File: src/rtl/eth_tx_pkt_gen.sv
// Test packet generator feeding eth_tx's byte-stream interface in the Eth_Clk domain.
// Emits patterned payloads as single shots or a gapped continuous stream, pacing on Tx_Busy.
module eth_tx_pkt_gen #(
    parameter int PAYLOAD_LEN = 100,
    parameter int GAP_CYCLES  = 1000,
    parameter int TX_TIMEOUT  = 4096
) (
    input  logic        Clk,
    input  logic        Rst,
    input  logic        Test_En,
    input  logic        Continuous,
    input  logic [1:0]  Pattern_Sel,
    input  logic        Tx_Busy,
    output logic [7:0]  Eth_Byte,
    output logic        Eth_Byte_Valid,
    output logic        Eth_Pkt_Rdy,
    output logic        Gen_Busy,
    output logic [15:0] Pkt_Count,
    output logic        Tx_Timeout_Err
);

    localparam int GAP_W = (GAP_CYCLES > 2) ? $clog2(GAP_CYCLES) : 1;
    localparam int TMO_W = (TX_TIMEOUT > 2) ? $clog2(TX_TIMEOUT) : 1;

    typedef enum logic [2:0] {IDLE, SEND, DONE, WAIT_TX, GAP} state_t;

    state_t           state;
    logic             en_meta, en_s, en_r;
    logic             start;
    logic [1:0]       pat_r;
    logic [10:0]      byte_cnt;
    logic [GAP_W-1:0] gap_cnt;
    logic [TMO_W-1:0] tmo_cnt;
    logic             seen_busy;
    logic [7:0]       lfsr;
    logic             tmo_hit, wait_exit, gap_exit;

    // Fibonacci x^8+x^6+x^5+x^4+1, shifting towards the MSB
    function automatic logic [7:0] lfsr_next(input logic [7:0] s);
        return {s[6:0], s[7] ^ s[5] ^ s[4] ^ s[3]};
    endfunction

    function automatic logic [7:0] pattern_byte(input logic [1:0] sel, input logic [10:0] n,
                                                input logic [7:0] lfsr_val);
        case (sel)
            2'b00:   return n[7:0];
            2'b01:   return 8'hA5;
            2'b10:   return lfsr_val;
            default: return 8'h00;
        endcase
    endfunction

    always_ff @(posedge Clk or posedge Rst) begin
        if (Rst) begin
            en_meta <= 1'b0;
            en_s    <= 1'b0;
            en_r    <= 1'b0;
        end else begin
            en_meta <= Test_En;
            en_s    <= en_meta;
            en_r    <= en_s;
        end
    end

    assign start     = en_s & ~en_r;
    assign tmo_hit   = (state == WAIT_TX) && !seen_busy && !Tx_Busy &&
                       (tmo_cnt == TMO_W'(TX_TIMEOUT - 1));
    assign wait_exit = tmo_hit || ((state == WAIT_TX) && seen_busy && !Tx_Busy);
    // A zero-length gap makes the repeat/idle decision on the WAIT_TX exit cycle itself
    assign gap_exit  = ((state == GAP) && (gap_cnt == GAP_W'(GAP_CYCLES - 1))) ||
                       (wait_exit && (GAP_CYCLES == 0));

    always_ff @(posedge Clk or posedge Rst) begin
        if (Rst) begin
            state          <= IDLE;
            pat_r          <= 2'b00;
            byte_cnt       <= '0;
            gap_cnt        <= '0;
            tmo_cnt        <= '0;
            seen_busy      <= 1'b0;
            lfsr           <= 8'hFF;
            Eth_Byte       <= 8'h00;
            Eth_Byte_Valid <= 1'b0;
            Eth_Pkt_Rdy    <= 1'b0;
            Gen_Busy       <= 1'b0;
            Pkt_Count      <= 16'h0000;
            Tx_Timeout_Err <= 1'b0;
        end else begin
            Eth_Byte       <= 8'h00;
            Eth_Byte_Valid <= 1'b0;
            Eth_Pkt_Rdy    <= 1'b0;

            case (state)
                IDLE: begin
                    if (start || (en_s && Continuous)) begin
                        state    <= SEND;
                        pat_r    <= Pattern_Sel;
                        byte_cnt <= '0;
                        Gen_Busy <= 1'b1;
                    end
                end
                SEND: begin
                    Eth_Byte_Valid <= 1'b1;
                    Eth_Byte       <= pattern_byte(pat_r, byte_cnt + 11'd1, lfsr);
                    if (pat_r == 2'b10)
                        lfsr <= lfsr_next(lfsr);
                    byte_cnt <= byte_cnt + 11'd1;
                    if (byte_cnt == 11'(PAYLOAD_LEN - 1))
                        state <= DONE;
                end
                DONE: begin
                    Eth_Pkt_Rdy <= 1'b1;
                    Pkt_Count   <= Pkt_Count + 16'd1;
                    tmo_cnt     <= '0;
                    seen_busy   <= 1'b0;
                    state       <= WAIT_TX;
                end
                WAIT_TX: begin
                    if (Tx_Busy)
                        seen_busy <= 1'b1;
                    else if (!seen_busy)
                        tmo_cnt <= tmo_cnt + TMO_W'(1);
                    if (tmo_hit)
                        Tx_Timeout_Err <= 1'b1;
                    if (wait_exit) begin
                        state   <= GAP;
                        gap_cnt <= '0;
                    end
                end
                GAP: begin
                    gap_cnt <= gap_cnt + GAP_W'(1);
                end
                default: state <= IDLE;
            endcase

            // Continuous and en_s are only consulted here, so mid-stream changes wait for the gap end
            if (gap_exit) begin
                if (Continuous && en_s) begin
                    state    <= SEND;
                    pat_r    <= Pattern_Sel;
                    byte_cnt <= '0;
                end else begin
                    state    <= IDLE;
                    Gen_Busy <= 1'b0;
                end
            end
        end
    end

endmodule

File: config.mk
export PLATFORM = sky130hd
export DESIGN_NAME = eth_tx_pkt_gen
export DESIGN_NICKNAME = d
export VERILOG_FILES = /design/src/rtl/eth_tx_pkt_gen.sv
export SDC_FILE = /design/constraint.sdc
export NUM_CORES = 1
export LEC_CHECK = 0
export ABC_AREA = 0
export BUFFER_PORTS_ARGS = -buffer_cell sky130_fd_sc_hd__clkbuf_2
export CORE_UTILIZATION = 40
export DETAILED_ROUTE_END_ITERATION = 8
export GPL_ROUTABILITY_DRIVEN = 1
export PLACE_DENSITY = 0.61
export SLEW_MARGIN = 25
export SYNTH_ARGS = -nofsm -noshare
export SYNTH_HDL_FRONTEND = slang
export SYNTH_SLANG_ARGS = --single-unit
File: constraint.sdc
create_clock -name Clk -period 7.4 [get_ports Clk]
set_clock_uncertainty 0.1 [all_clocks]
set_input_delay 1.11 -clock Clk [delete_from_list [all_inputs] [get_ports Clk]]
set_output_delay 1.11 -clock Clk [all_outputs]
set_load 0.02 [all_outputs]
## Word-level counts from Yosys, hierarchy flattened

Index checks and enable logic that the tools add are counted.

| storage, ports and cells | value |
|---|---|
| register bits | 78 |
| bits in latches | 0 |
| RAM bits | 0 |
| ROM bits | 0 |
| input port bits | 7 |
| output and inout port bits | 28 |
| word-level logic and storage cells | 92 |
| memories | 0 |

| cells by class | value |
|---|---|
| $add $sub $neg | 4 |
| multiply operators | 0 |
| divide/modulo/power cells | 0 |
| order comparisons | 0 |
| equal/unequal tests | 17 |
| shift-type cells | 0 |
| mux-type cells | 29 |
| bitwise gates (word level) | 5 |
| reduce and logical (&&, ||, !) cells | 21 |

Operator list:

| operator | count |
|---|---|
| $mux W11 | 3 |
| $mux W12 | 2 |
| $pmux W12 S2 | 1 |
| $pmux W8 S3 | 1 |
| $pmux W11 S2 | 1 |
| $pmux W10 S2 | 1 |
| $add A16 B1 Y16 const B | 1 |
| $pmux W3 S5 | 1 |
| $add A12 B1 Y12 const B | 1 |
| $eq A12 B12 Y1 const B | 1 |
| $mux W3 | 4 |
| $add A11 B1 Y11 const B | 1 |
| $eq A11 B7 Y1 const B | 1 |
| $add A10 B1 Y10 const B | 1 |
| $eq A10 B10 Y1 const B | 1 |
| $mux W10 | 1 |
| $ne A2 B2 Y1 const B | 5 |
| $ne A3 B3 Y1 const B | 3 |
| $mux W1 | 8 |
| $mux W2 | 4 |
| $mux W8 | 1 |
| $reduce_and A2 Y1 | 4 |
| $logic_and A1 B1 Y1 | 7 |
| $eq A3 B2 Y1 const B | 2 |
| other kinds (15) | 20 |

## Logic depth before layout (Yosys ltp)

| depth | value |
|---|---|
| depth in word-level cells | 8 |
| depth in mapped cells | 8 |
| gate-level depth less buffers | 6 |

## Worst setup path before layout

No wires, ideal clock.

| path | value |
|---|---|
| path kind | input port to flip-flop |
| start | input port Tx_Busy |
| end | register tmo_cnt[6] |
| setup time | 0.078 ns |
| arrival time | 2.072 ns |
| required time | 7.222 ns |
| setup slack | 5.150 ns |
| stages | 4 |
| buffers on the path | 0 |
| path through | o21ai_1 -> nand3_1 -> or3_2 -> a21oi_1 |

| between the ends | value |
|---|---|
| longest elaborated chain between the ends | 2 |

Ends and longest elaborated chain:

| item | RTL line | RTL |
|---|---|---|
| from (decl) | 13 | `input logic Tx_Busy,` |
| $ne A2 B2 Y1 (no line) | -- |  |
| $reduce_and A3 Y1 (no line) | -- |  |
| to (signal assigned) | 122 | `tmo_cnt <= tmo_cnt + TMO_W'(1);` |
| to (decl) | 33 | `logic [TMO_W-1:0] tmo_cnt;` |

Every way passes these cells.
A chain may end at the register's enable or synchronous reset.

## Final worst setup path

| path | value |
|---|---|
| start | register state[0] |
| end | register byte_cnt[10] |

| between the ends | value |
|---|---|
| longest elaborated chain between the ends | 4 |
| elaborated cells between the ends (all ways) | 7 |
| those cells by class | eq/ne: 2; mux: 3; reduce/logical: 2 |

Ends and longest elaborated chain:

| item | RTL line | RTL |
|---|---|---|
| from (decl) | 27 | `state_t state;` |
| from (signal assigned) | 75 | `state <= IDLE;` |
| from (signal assigned) | 96 | `state <= SEND;` |
| from (signal assigned) | 109 | `state <= DONE;` |
| $eq A3 B1 Y1 / $logic_not A3 Y1 (equally long branches) | 93 | `case (state)` |
| $pmux W11 S2 | 93 |  |
| $mux W11 | 138 | `if (Continuous && en_s) begin` |
| $mux W11 (*) | 137 | `if (gap_exit) begin` |
| to (signal assigned) | 107 | `byte_cnt <= byte_cnt + 11'd1;` |
| to (decl) | 31 | `logic [10:0] byte_cnt;` |

Every way passes the cells marked *; elsewhere a longest branch is shown, timed or not.

==> flow_summary.ini <==
[synth]
ys_types = 53
synth_commonest_cells = 70 x dfrtp_1, 38 x nand2_1, 28 x nor2_1
avgSynthCellArea_um2 = 10.3
yosysMostFrequentCell = dfrtp_1
synthArstFlopShare = 1.00
syn_area_um2 = 3720
yosys_warnings = 0
synth_edf_count = 0
synth_nets = 371
yosysTopAreaCell = dfrtp_1
synthCells = 360
ys_seq_elements = 78
synth_top_area_frac = 0.471
synth_flop_cell = dfrtp_1
ys_seq_area_frac = 0.528
synthTopCellsByArea = dfrtp_1 47%, xnor2_1 6.4%, dfstp_2 5.7%

[clock_tree]
cts_root_buffer = clkbuf_8
cts.clk_slew.worst_paths_ns = 0.07
cts_sinks = 78
cts_resized = 0
ctsHoldBuffers = 0
cts_tree = built
htreeDepth = 3
clock_path_buffers = 2
postCtsSetupRepairBufs = 0
cts_buffers = 9
clock_latency_ns = 0.35

[sta]
finalSetupTns_ns = 0
relSlewSlack = 0.488
hold_viol = 0
period_share = 0.330
slew_violations = 0
rsz0062_at_grt = no
setup_violations = 0
period_minus_slack_ns = 2.44
worst_pin_slew_ns = 0.767
fmax_ghz = 0.410

[worst_setup_path]
crit_arrival_ns = 2.60
cp_slowest_cell = dfrtp_1
cp_slowest_stage_delay_ns = 0.65
critical_path_required_ns = 7.56
cp-end-kind = flop
crit_top_cell = nand2_1
crit_fanout = 15
crit_chain = nand2_1 > inv_2 > nand2_1 > or4_1 > a21oi_1
start_kind = flop
path_class = reg2reg

[cells_and_area]
nNetsFinal = 404
num-fill-cells = 824
n_antenna_cell = 0
layoutNonFillerInstCount = 505
drive_gt1_frac = 0.209
syn2layout_area_growth_pct = 12.5

[global_route]
grt_pass1_vias = 2607
grt.overflow.total = 0
grt_max_degree = 79
antenna_found_initial = 0
grt_pass1_wl_mm = 12.7
track_usage = 0.163

[run_status]
violations = design-rule violations
status = finished, violations left

[floorplanning]
die_y_um = 98.4
die_width_um = 98.4
start_util = 0.420
rows = 34
core_um2 = 8850
dieArea_um2 = 9680
ios = 35

[drt]
wl_per_cell_um = 14.2
vias_per_cell = 5.41
route.detailed.drc = 2
antenna_left = 0
drtPass1Iterations = 8
wl_mm = 7.18
vias = 2732
drtIter0Drc = 219

[power_and_ir_drop]
ir_worst_vdd_mv = 0.105
powerDensity_nw_per_um2 = 320
p_leak_nw = 1.84

[flow_run]
cap_violations = 0

[placement]
dp.cells = 490
port_buffers = 34
place_congestion = 0.775
dpl.hpwl_mm = 4.78

[min_path]
hold_class = reg2reg
## worst paths after layout
kind                       slack [ns]      from  cells after the start            to
max in group asynchronous        5.88       Rst                      3   byte_cnt[8]
min                              0.26   en_meta                      0          en_s
min in group asynchronous        0.81       Rst                      3      pat_r[0]
max                              4.96  state[0]                      5  byte_cnt[10]
max reg2reg                      4.96  state[0]                      5  byte_cnt[10]
min reg2reg                      0.26   en_meta                      0          en_s
## worst max-delay path, delay by kind of cell, from the launching register on
family | cells | cell delay [ns]
AND/OR/NAND/NOR | 3 | 1.11
AO/OA/AOI/OAI | 1 | 0.16
buffers and inverters | 1 | 0.35
flip-flops | 1 | 0.65
## cells in the final DEF (no fill, tap or decap), drive strengths merged, types with 2 or more instances in the layout
cell type	instances
a21o	2
a21oi	24
a311oi	2
and3	4
and4	3
buf	2
bufinv	2
clkbuf	43
clkinv	2
dfrtp	70
dfstp	8
ha	4
inv	9
mux2	11
mux2i	6
nand2	38
nand2b	2
nand3	21
nand3b	3
nand4	8
nor2	30
nor3	14
nor3b	2
nor4	2
o21ai	15
o22ai	3
o311ai	2
o31ai	2
o41ai	3
or2	2
or3	9
or4	3
xnor2	27
xor2	6
## sequential cells by signal (all words and copies together) (netlist names)
register        count
Pkt_Count          16
tmo_cnt            12
byte_cnt           11
gap_cnt            10
Eth_Byte            8
lfsr                8
state               3
pat_r               2
Eth_Byte_Valid      1
Eth_Pkt_Rdy         1
Gen_Busy            1
Tx_Timeout_Err      1
en_meta             1
en_r                1
en_s                1
seen_busy           1
## metrics by stage
step | worst slack [ns] | hold WS (ns) | util | power, W | cell area, µm²
final | 4.96 | 0.256 | 0.472 | 0.00134 | 4180
after global routing | 4.80 | 0.266 | 0.472 | 0.00143 | 4180
after CTS | 4.96 | 0.257 | 0.472 | 0.00135 | 4180
after detailed placement | 4.86 | 0.240 | 0.448 | 0.00100 | 3970
after global placement | 4.91 | 0.234 | 0.448 | 0.000992 | 3970
after floorplan | 4.21 | 0.231 | - | 0.000906 | 3720
## cell type report
| type | count | area, µm² | area share |
|---|---|---|---|
| Sequential cell | 78 | 1960 | 0.469 |
| Multi-Input combinational cell | 260 | 1650 | 0.396 |
| Inverter | 8 | 30.0 | 0.00718 |
| Clock inverter | 6 | 86.3 | 0.0207 |
| Timing Repair Buffer | 36 | 189 | 0.0452 |
| Tap cell | 108 | 135 | 0.0323 |
| Clock buffer | 9 | 124 | 0.0296 |
## cell families (layout without fill, tap and decap cells)
| family | Yosys count | after routing | share of synthesized area |
|---|---|---|---|
| AO/OA/AOI/OAI | 60 | 60 | 0.0990 |
| XOR/XNOR | 33 | 33 | 0.0778 |
| adder cells (fa/ha/maj) | 4 | 4 | 0.0135 |
| buffers and inverters | 22 | 59 | 0.0273 |
| flip-flops | 78 | 78 | 0.528 |
| multiplexers | 17 | 17 | 0.0495 |
| AND/OR/NAND/NOR | 146 | 146 | 0.205 |
## routing by layer
| layer | share of wire | wire length, µm | GRT usage |
|---|---|---|---|
| met5 | 0 | 0 | 0 |
| met4 | 0.021 | 152 | 0.0827 |
| met3 | 0.031 | 221 | 0.0272 |
| met2 | 0.46 | 3330 | 0.250 |
| met1 | 0.48 | 3480 | 0.225 |
## where the power goes
| group | internal [W] | leakage, nW | switching, W |
|---|---|---|---|
| Sequential | 0.000513 | 1.01 | 0.000117 |
| Clock | 0.000188 | 0.105 | 0.000158 |
| Combinational | 0.000150 | 0.719 | 0.000213 |
| Total | 0.000851 | 1.84 | 0.000487 |
(Power assumes the default switching activity.)
